<file path="src/rtl/sdram_arbit.sv">
// rtl/sdram_arbit.sv - SDRAM command arbiter between init, auto-refresh, write and read sub-controllers
//
// Purpose: owns the SDRAM command/bank/address pins. The init block drives them
// until init_end; afterwards a fixed-priority arbiter (refresh > write > read)
// grants one requester at a time. A grant ends on that requester's end pulse
// or, if it never arrives, on a watchdog timeout that raises a sticky error.
//
// Ports:
//   sys_clk, sys_rst        clock and synchronous active-high reset
//   init_*                  init-stage end flag and command/bank/address
//   aref_*                  refresh request/end and command/bank/address
//   wr_*                    write request/end, command/bank/address, data + valid
//   rd_*                    read request/end and command/bank/address
//   aref_en, wr_en, rd_en   one-hot grants (all zero outside grant states)
//   sdram_*                 device pins: cke, command, bank, address, dq out + oe
//   err_timeout             sticky grant-timeout flag

module sdram_arbit #(
    parameter logic [10:0] TIMEOUT_MAX = 11'd1023,
    parameter logic [3:0]  NOP         = 4'b0111
) (
    input  logic        sys_clk,
    input  logic        sys_rst,

    input  logic        init_end,
    input  logic [3:0]  init_cmd,
    input  logic [1:0]  init_ba,
    input  logic [12:0] init_addr,

    input  logic        aref_req,
    input  logic        aref_end,
    input  logic [3:0]  aref_cmd,
    input  logic [1:0]  aref_ba,
    input  logic [12:0] aref_addr,

    input  logic        wr_req,
    input  logic        wr_end,
    input  logic [3:0]  wr_cmd,
    input  logic [1:0]  wr_ba,
    input  logic [12:0] wr_addr,
    input  logic        wr_sdram_en,
    input  logic [15:0] wr_data,

    input  logic        rd_req,
    input  logic        rd_end,
    input  logic [3:0]  rd_cmd,
    input  logic [1:0]  rd_ba,
    input  logic [12:0] rd_addr,

    output logic        aref_en,
    output logic        wr_en,
    output logic        rd_en,

    output logic        sdram_cke,
    output logic        sdram_cs_n,
    output logic        sdram_ras_n,
    output logic        sdram_cas_n,
    output logic        sdram_we_n,
    output logic [1:0]  sdram_ba,
    output logic [12:0] sdram_addr,
    output logic [15:0] sdram_dq_out,
    output logic        sdram_dq_oe,

    output logic        err_timeout
);

    localparam logic [2:0] S_IDLE  = 3'd0;
    localparam logic [2:0] S_ARBIT = 3'd1;
    localparam logic [2:0] S_AREF  = 3'd2;
    localparam logic [2:0] S_WRITE = 3'd3;
    localparam logic [2:0] S_READ  = 3'd4;

    logic [2:0]  state_q, state_d;
    logic [10:0] cnt_q, cnt_d;
    logic        err_q, err_d;
    logic        cke_q, cke_d;

    logic        in_grant;
    logic        grant_end;
    logic [3:0]  cmd;

    assign in_grant = (state_q == S_AREF) || (state_q == S_WRITE) || (state_q == S_READ);

    // Only the end flag belonging to the current grant is honoured.
    always_comb begin
        grant_end = 1'b0;
        case (state_q)
            S_AREF:  grant_end = aref_end;
            S_WRITE: grant_end = wr_end;
            S_READ:  grant_end = rd_end;
            default: grant_end = 1'b0;
        endcase
    end

    always_comb begin
        state_d = state_q;
        err_d   = err_q;
        cnt_d   = in_grant ? cnt_q + 11'd1 : 11'd0;
        cke_d   = 1'b1;
        case (state_q)
            S_IDLE: begin
                if (init_end) state_d = S_ARBIT;
            end
            S_ARBIT: begin
                if (aref_req)     state_d = S_AREF;
                else if (wr_req)  state_d = S_WRITE;
                else if (rd_req)  state_d = S_READ;
            end
            S_AREF, S_WRITE, S_READ: begin
                // An end flag on the final counted cycle wins over the watchdog.
                if (grant_end) begin
                    state_d = S_ARBIT;
                end else if (cnt_q == TIMEOUT_MAX) begin
                    state_d = S_ARBIT;
                    err_d   = 1'b1;
                end
            end
            default: state_d = S_IDLE;
        endcase
    end

    always_ff @(posedge sys_clk) begin
        if (sys_rst) begin
            state_q <= S_IDLE;
            cnt_q   <= 11'd0;
            err_q   <= 1'b0;
            cke_q   <= 1'b0;
        end else begin
            state_q <= state_d;
            cnt_q   <= cnt_d;
            err_q   <= err_d;
            cke_q   <= cke_d;
        end
    end

    assign aref_en = (state_q == S_AREF);
    assign wr_en   = (state_q == S_WRITE);
    assign rd_en   = (state_q == S_READ);

    always_comb begin
        cmd        = init_cmd;
        sdram_ba   = init_ba;
        sdram_addr = init_addr;
        case (state_q)
            S_ARBIT: begin
                cmd        = NOP;
                sdram_ba   = 2'b11;
                sdram_addr = 13'h1fff;
            end
            S_AREF: begin
                cmd        = aref_cmd;
                sdram_ba   = aref_ba;
                sdram_addr = aref_addr;
            end
            S_WRITE: begin
                cmd        = wr_cmd;
                sdram_ba   = wr_ba;
                sdram_addr = wr_addr;
            end
            S_READ: begin
                cmd        = rd_cmd;
                sdram_ba   = rd_ba;
                sdram_addr = rd_addr;
            end
            default: begin
                cmd        = init_cmd;
                sdram_ba   = init_ba;
                sdram_addr = init_addr;
            end
        endcase
    end

    assign {sdram_cs_n, sdram_ras_n, sdram_cas_n, sdram_we_n} = cmd;

    assign sdram_dq_oe  = (state_q == S_WRITE) && wr_sdram_en;
    assign sdram_dq_out = sdram_dq_oe ? wr_data : 16'h0000;

    assign sdram_cke   = cke_q;
    assign err_timeout = err_q;

endmodule

</file>
<file path="config.mk">
export PLATFORM = sky130hd
export DESIGN_NAME = sdram_arbit
export DESIGN_NICKNAME = d
export VERILOG_FILES = /design/src/rtl/sdram_arbit.sv
export SDC_FILE = /design/constraint.sdc
export NUM_CORES = 1
export LEC_CHECK = 0
export BUFFER_PORTS_ARGS = -buffer_cell sky130_fd_sc_hd__clkbuf_2
export CORE_ASPECT_RATIO = 0.75
export CORE_MARGIN = 3
export CORE_UTILIZATION = 40
export CTS_CLUSTER_SIZE = 14
export DETAILED_ROUTE_END_ITERATION = 10
export GPL_TIMING_DRIVEN = 0
export MAX_ROUTING_LAYER = met4
export PLACE_DENSITY = 0.86
export SETUP_SLACK_MARGIN = 0.05
export SYNTH_ARGS = -nofsm -noshare
export SYNTH_HDL_FRONTEND = slang
export SYNTH_SLANG_ARGS = --single-unit
export TNS_END_PERCENT = 50
</file>
<file path="constraint.sdc">
create_clock -name sys_clk -period 1.7 [get_ports sys_clk]
set_input_delay 0.34 -clock sys_clk [delete_from_list [all_inputs] [get_ports sys_clk]]
set_output_delay 0.34 -clock sys_clk [all_outputs]
set_load 0.005 [all_outputs]
</file>
Word-level counts from Yosys, hierarchy flattened:

Cells that the tools add are included.

* eq/ne operators: 8
* reductions and logical operators: 8
* multiplexer cells: 13
* add/subtract/negate cells: 1
* bitwise gates (word level): 2

Operator list (number)
* $pmux 13 s4: 1
* $mux 3: 6
* $mux 16: 1
* $pmux 4 s4: 1
* $add 11x1->11 const B: 1
* $eq 11x10->1 const B: 1
* $pmux 3 s3: 1
* $pmux 2 s4: 1
* $eq 3x2->1 const B: 2
* $reduce_and 3->1: 2
* $ne 4x4->1 const B: 1
* $eq 3x1->1 const B: 1
* $eq 3x3->1 const B: 1
* $logic_not 3->1: 1
* $ne 3x3->1 const B: 1
* $pmux 1 s3: 1
* $reduce_or 3->1: 1
* $logic_or 1x1->1: 2
* $ne 2x2->1 const B: 1
* $not 1->1: 2
* $reduce_or 2->1: 1
* $logic_and 1x1->1: 1
* $mux 1: 1

* register bits: 16
* output and inout bits: 41
* logic and storage cells: 36

Longest topological paths before layout:

* depth after elaboration: 5
* gate-level depth with buffers: 6
* gate-level depth less buffers: 5

Least setup slack after synthesis:

No wires, ideal clock.

* path kind: reg-to-output
* from: reg state_q[0]
* to: out sdram_addr[10]
* data arrival time: 1.213 ns
* path buffers: 3
* slack: 0.147 ns
* stages on the path, launching flop included: 7
* cells stage by stage: dfxtp_1 buf_4 buf_6 nand2_2 buf_2 nor2_1 a221oi_1

* cells in the longest elaborated chain, start to end: 2

Ends and longest elaborated chain
* start, declared: line 73 `logic [2:0] state_q, state_d;`
* start signal, assigned: line 129 `state_q <= state_d;`
* $eq 3x3->1 (tied with other cells): line 144 `case (state_q)`
* $pmux 13 s4 *: line 144
* end, declared: line 60 `output logic [12:0] sdram_addr,`

Every way passes the cells marked *; elsewhere a longest branch is shown, timed or not.

Worst setup path in the final report:

* from: reg state_q[0]
* to: out sdram_addr[1]

The elaborated chain is that of the path after synthesis.

==> metrics <==
CP startpoint state_q[0]; drt first pass iters 4; area occupied by multi-input gates 0.00151 mm²; Startpoint Class flip-flop; Compound-Gate Fraction of Synth Area 0.139; delay-heaviest family, CP multiplexers; min Tclk post-route 1.95 ns; Antenna Nets Post-Route 0; Yosys reg bits 16; Least-Margin Pin Slew 0.342 ns; commonest non-fill, non-tap cells in the layout clkbuf_2, mux2i_1, nor2_1, mux2_4, and3_1; RSZ-0062 raised after global routing yes; DPL Wire Length 4.83 mm; R2R Path End state_q[0]; Worst Setup EP sdram_addr[1]; worst r2r path cells 7; setup slack after layout -0.249 ns; post-synthesis adder-cell area fraction 0.00713; failing checks setup timing; Async S/R FF share, synth 0; top_reg_cell synth dfxtp_1; H-tree Lvls 1; R2R setup slack 0.18 ns; CP Depth 6; Post-Synth Simple-Gate Area 0.230; mean post-synth cell area 8.43 µm²; pre-CTS setup slack -0.258 ns; Clock Latency Late Sink 0.25 ns; number of global-route vias before repair 2216; dpl cell area 0.00253 mm²; Final period util 1.15; Routed WL 7.14 mm; dpl cells 405; Initial Util 0.425; critical path endpoint category output port; yosys warns 0; Worst Hold Class input pin to flip-flop; fin cells 423; I/O Pins 143; via count 2367; status finished with violations; max_slew headroom 0.772; CTS tree yes; max-slew violations 0; share of cells above drive strength 1 0.598; Die Ht 63.4 µm; critical path arrival 1.61 ns; Clock Sinks 16; Port Buffers 142; # setup viols final 21; CP max stage cell dfxtp_2; largest net degree at the start of global routing 11; hold_ws 0.319 ns; Final Hold Fails 0; Overflow after GRT 0; reg2reg start state_q[0]; clk root buf clkbuf_8; NumNets Final 472; post-synth cell types 35; row count 20; power per cell area 491 mW/mm²; XOR/XNOR share of the synthesized area 0.0399; vias per cell 5.60; area of the mapped netlist 0.00175 mm²; core area 0.00413 mm²; CP Max Fanout 7; Syn-to-layout area delta 72.0%; DRC Markers 0; most common cell after layout, fill and taps aside clkbuf_2; Max Root-Sink Buffers 2; Post-Synthesis Cells 208; Reg area 322 µm²; clk slew on worst S/H paths 0.06 ns; sum of buffers and inverters on the critical path 3; Iter 0 DRT Violations 109; Mapped Nets 311; max-cap violations 0; CTS Buf Count 3; routed len/inst 16.9 µm; clk_skew 0.00168 ns; largest family of logic cells by synthesized area multiplexers; first-pass GRT wire length 10.1 mm; Final Util 0.731; crit path kind flip-flop to output port; CTS Hold Bufs 0; initial antenna violation count 0; worst-path cell chain buf_12 > buf_8 > mux2_4 > mux2i_1 > a221oi_2 > clkbuf_2; fmax 0.513 GHz; worst path required time 1.36 ns; chip width 82.5 µm; post-synthesis mux area share 0.339; filler cell count in the final layout 287; gr usage total 0.253; die area 0.00522 mm²; Final Wtd Congestion 0.867; sequential share of the synthesized area 0.183; Ant. Diodes 0; static leakage 1.48 nW; peak supply drop 0.000298 V; post-layout instance area 0.00302 mm²; CP peak stage delay 0.36 ns; Post-synth EDFFs 0
cell usage after synthesis, drive strengths merged, types with 2 or more instances:
cell type   n  area [µm²]
a21oi       3        15.0
dfxtp      16         320
clkbuf      4        15.0
buf        11        78.8
mux2       19         214
inv         4        15.0
o21ai       2        10.0
and3       17         106
nand3       7        35.0
a221oi     18         158
mux2i      38         380
and4        3        26.3
nand2       9        38.8
nor2       32         128
nand4       2        12.5
xor2        7        61.3
nor2b       2        12.5
registers in the layout, indices dropped and copies added (netlist names):
| register | count |
|---|---|
| err_timeout | 1 |
| state_q | 3 |
| cnt_q | 11 |
| sdram_cke | 1 |
kinds of logic after synthesis:
logic type	Yosys count
multiplexers	57
XOR/XNOR	8
adder cells (fa/ha/maj)	1
AND/OR/NAND/NOR	78
flip-flops	16
buffers and inverters	19
AO/OA/AOI/OAI	29
layer usage:
metal,GRT usage,vias to the layer above,share of wire
met2,0.429,131,0.51
li1,-,1110,-
met4,0.0664,0,0.030
met3,0.0329,22,0.065
met5,-,-,0
met1,0.312,1104,0.40
stage by stage:
step	power, mW	setup TNS (ns)
5_1_grt	1.57	-6.17
3_3_place_gp	0.910	-4.44
2_1_floorplan	0.679	0
6_report	1.48	-4.06
3_5_place_dp	0.925	-5.19
4_1_cts	1.39	-3.84
layout make-up:
cell class,instances,share of cell area
Sequential cell,16,0.107
Inverter,4,0.00580
Timing Repair Buffer,156,0.289
Buffer,15,0.0580
Clock buffer,4,0.0182
Tap cell,55,0.0228
Multi-Input combinational cell,173,0.500
worst reg2reg max path, stage by stage (launching register included):
cell and delay (ns):
dfxtp_2 0.36, buf_12 0.15, buf_8 0.16, buf_6 0.12, buf_4 0.12, o21ai_0 0.14
o31a_1 0.15, o221a_1 0.22
what timing repair did:
item                       CTS  global route
setup endpoints to repair   37            40
pin swaps                   19             7
gates cloned                 1             1
resized for setup           49            42
setup buffers                7             5
report_power, final:
part | internal [mW] | switching (mW) | total, mW
combinational | 0.428 | 0.336 | 0.763
sequential | 0.383 | 0.00582 | 0.389
clock | 0.205 | 0.126 | 0.331
worst min-delay path by stage:
stage	start	end	slack [ns]	cells past startpoint
2_1_floorplan	sys_rst	state_q[2]	0.41	1
3_3_place_gp	cnt_q[10]	cnt_q[10]	0.44	2
3_5_place_dp	cnt_q[10]	cnt_q[10]	0.44	2
4_1_cts	sys_rst	state_q[2]	0.31	2
5_1_grt	sys_rst	state_q[2]	0.30	2
6_report	sys_rst	state_q[2]	0.32	2
Power figures use the tool's default switching activity.
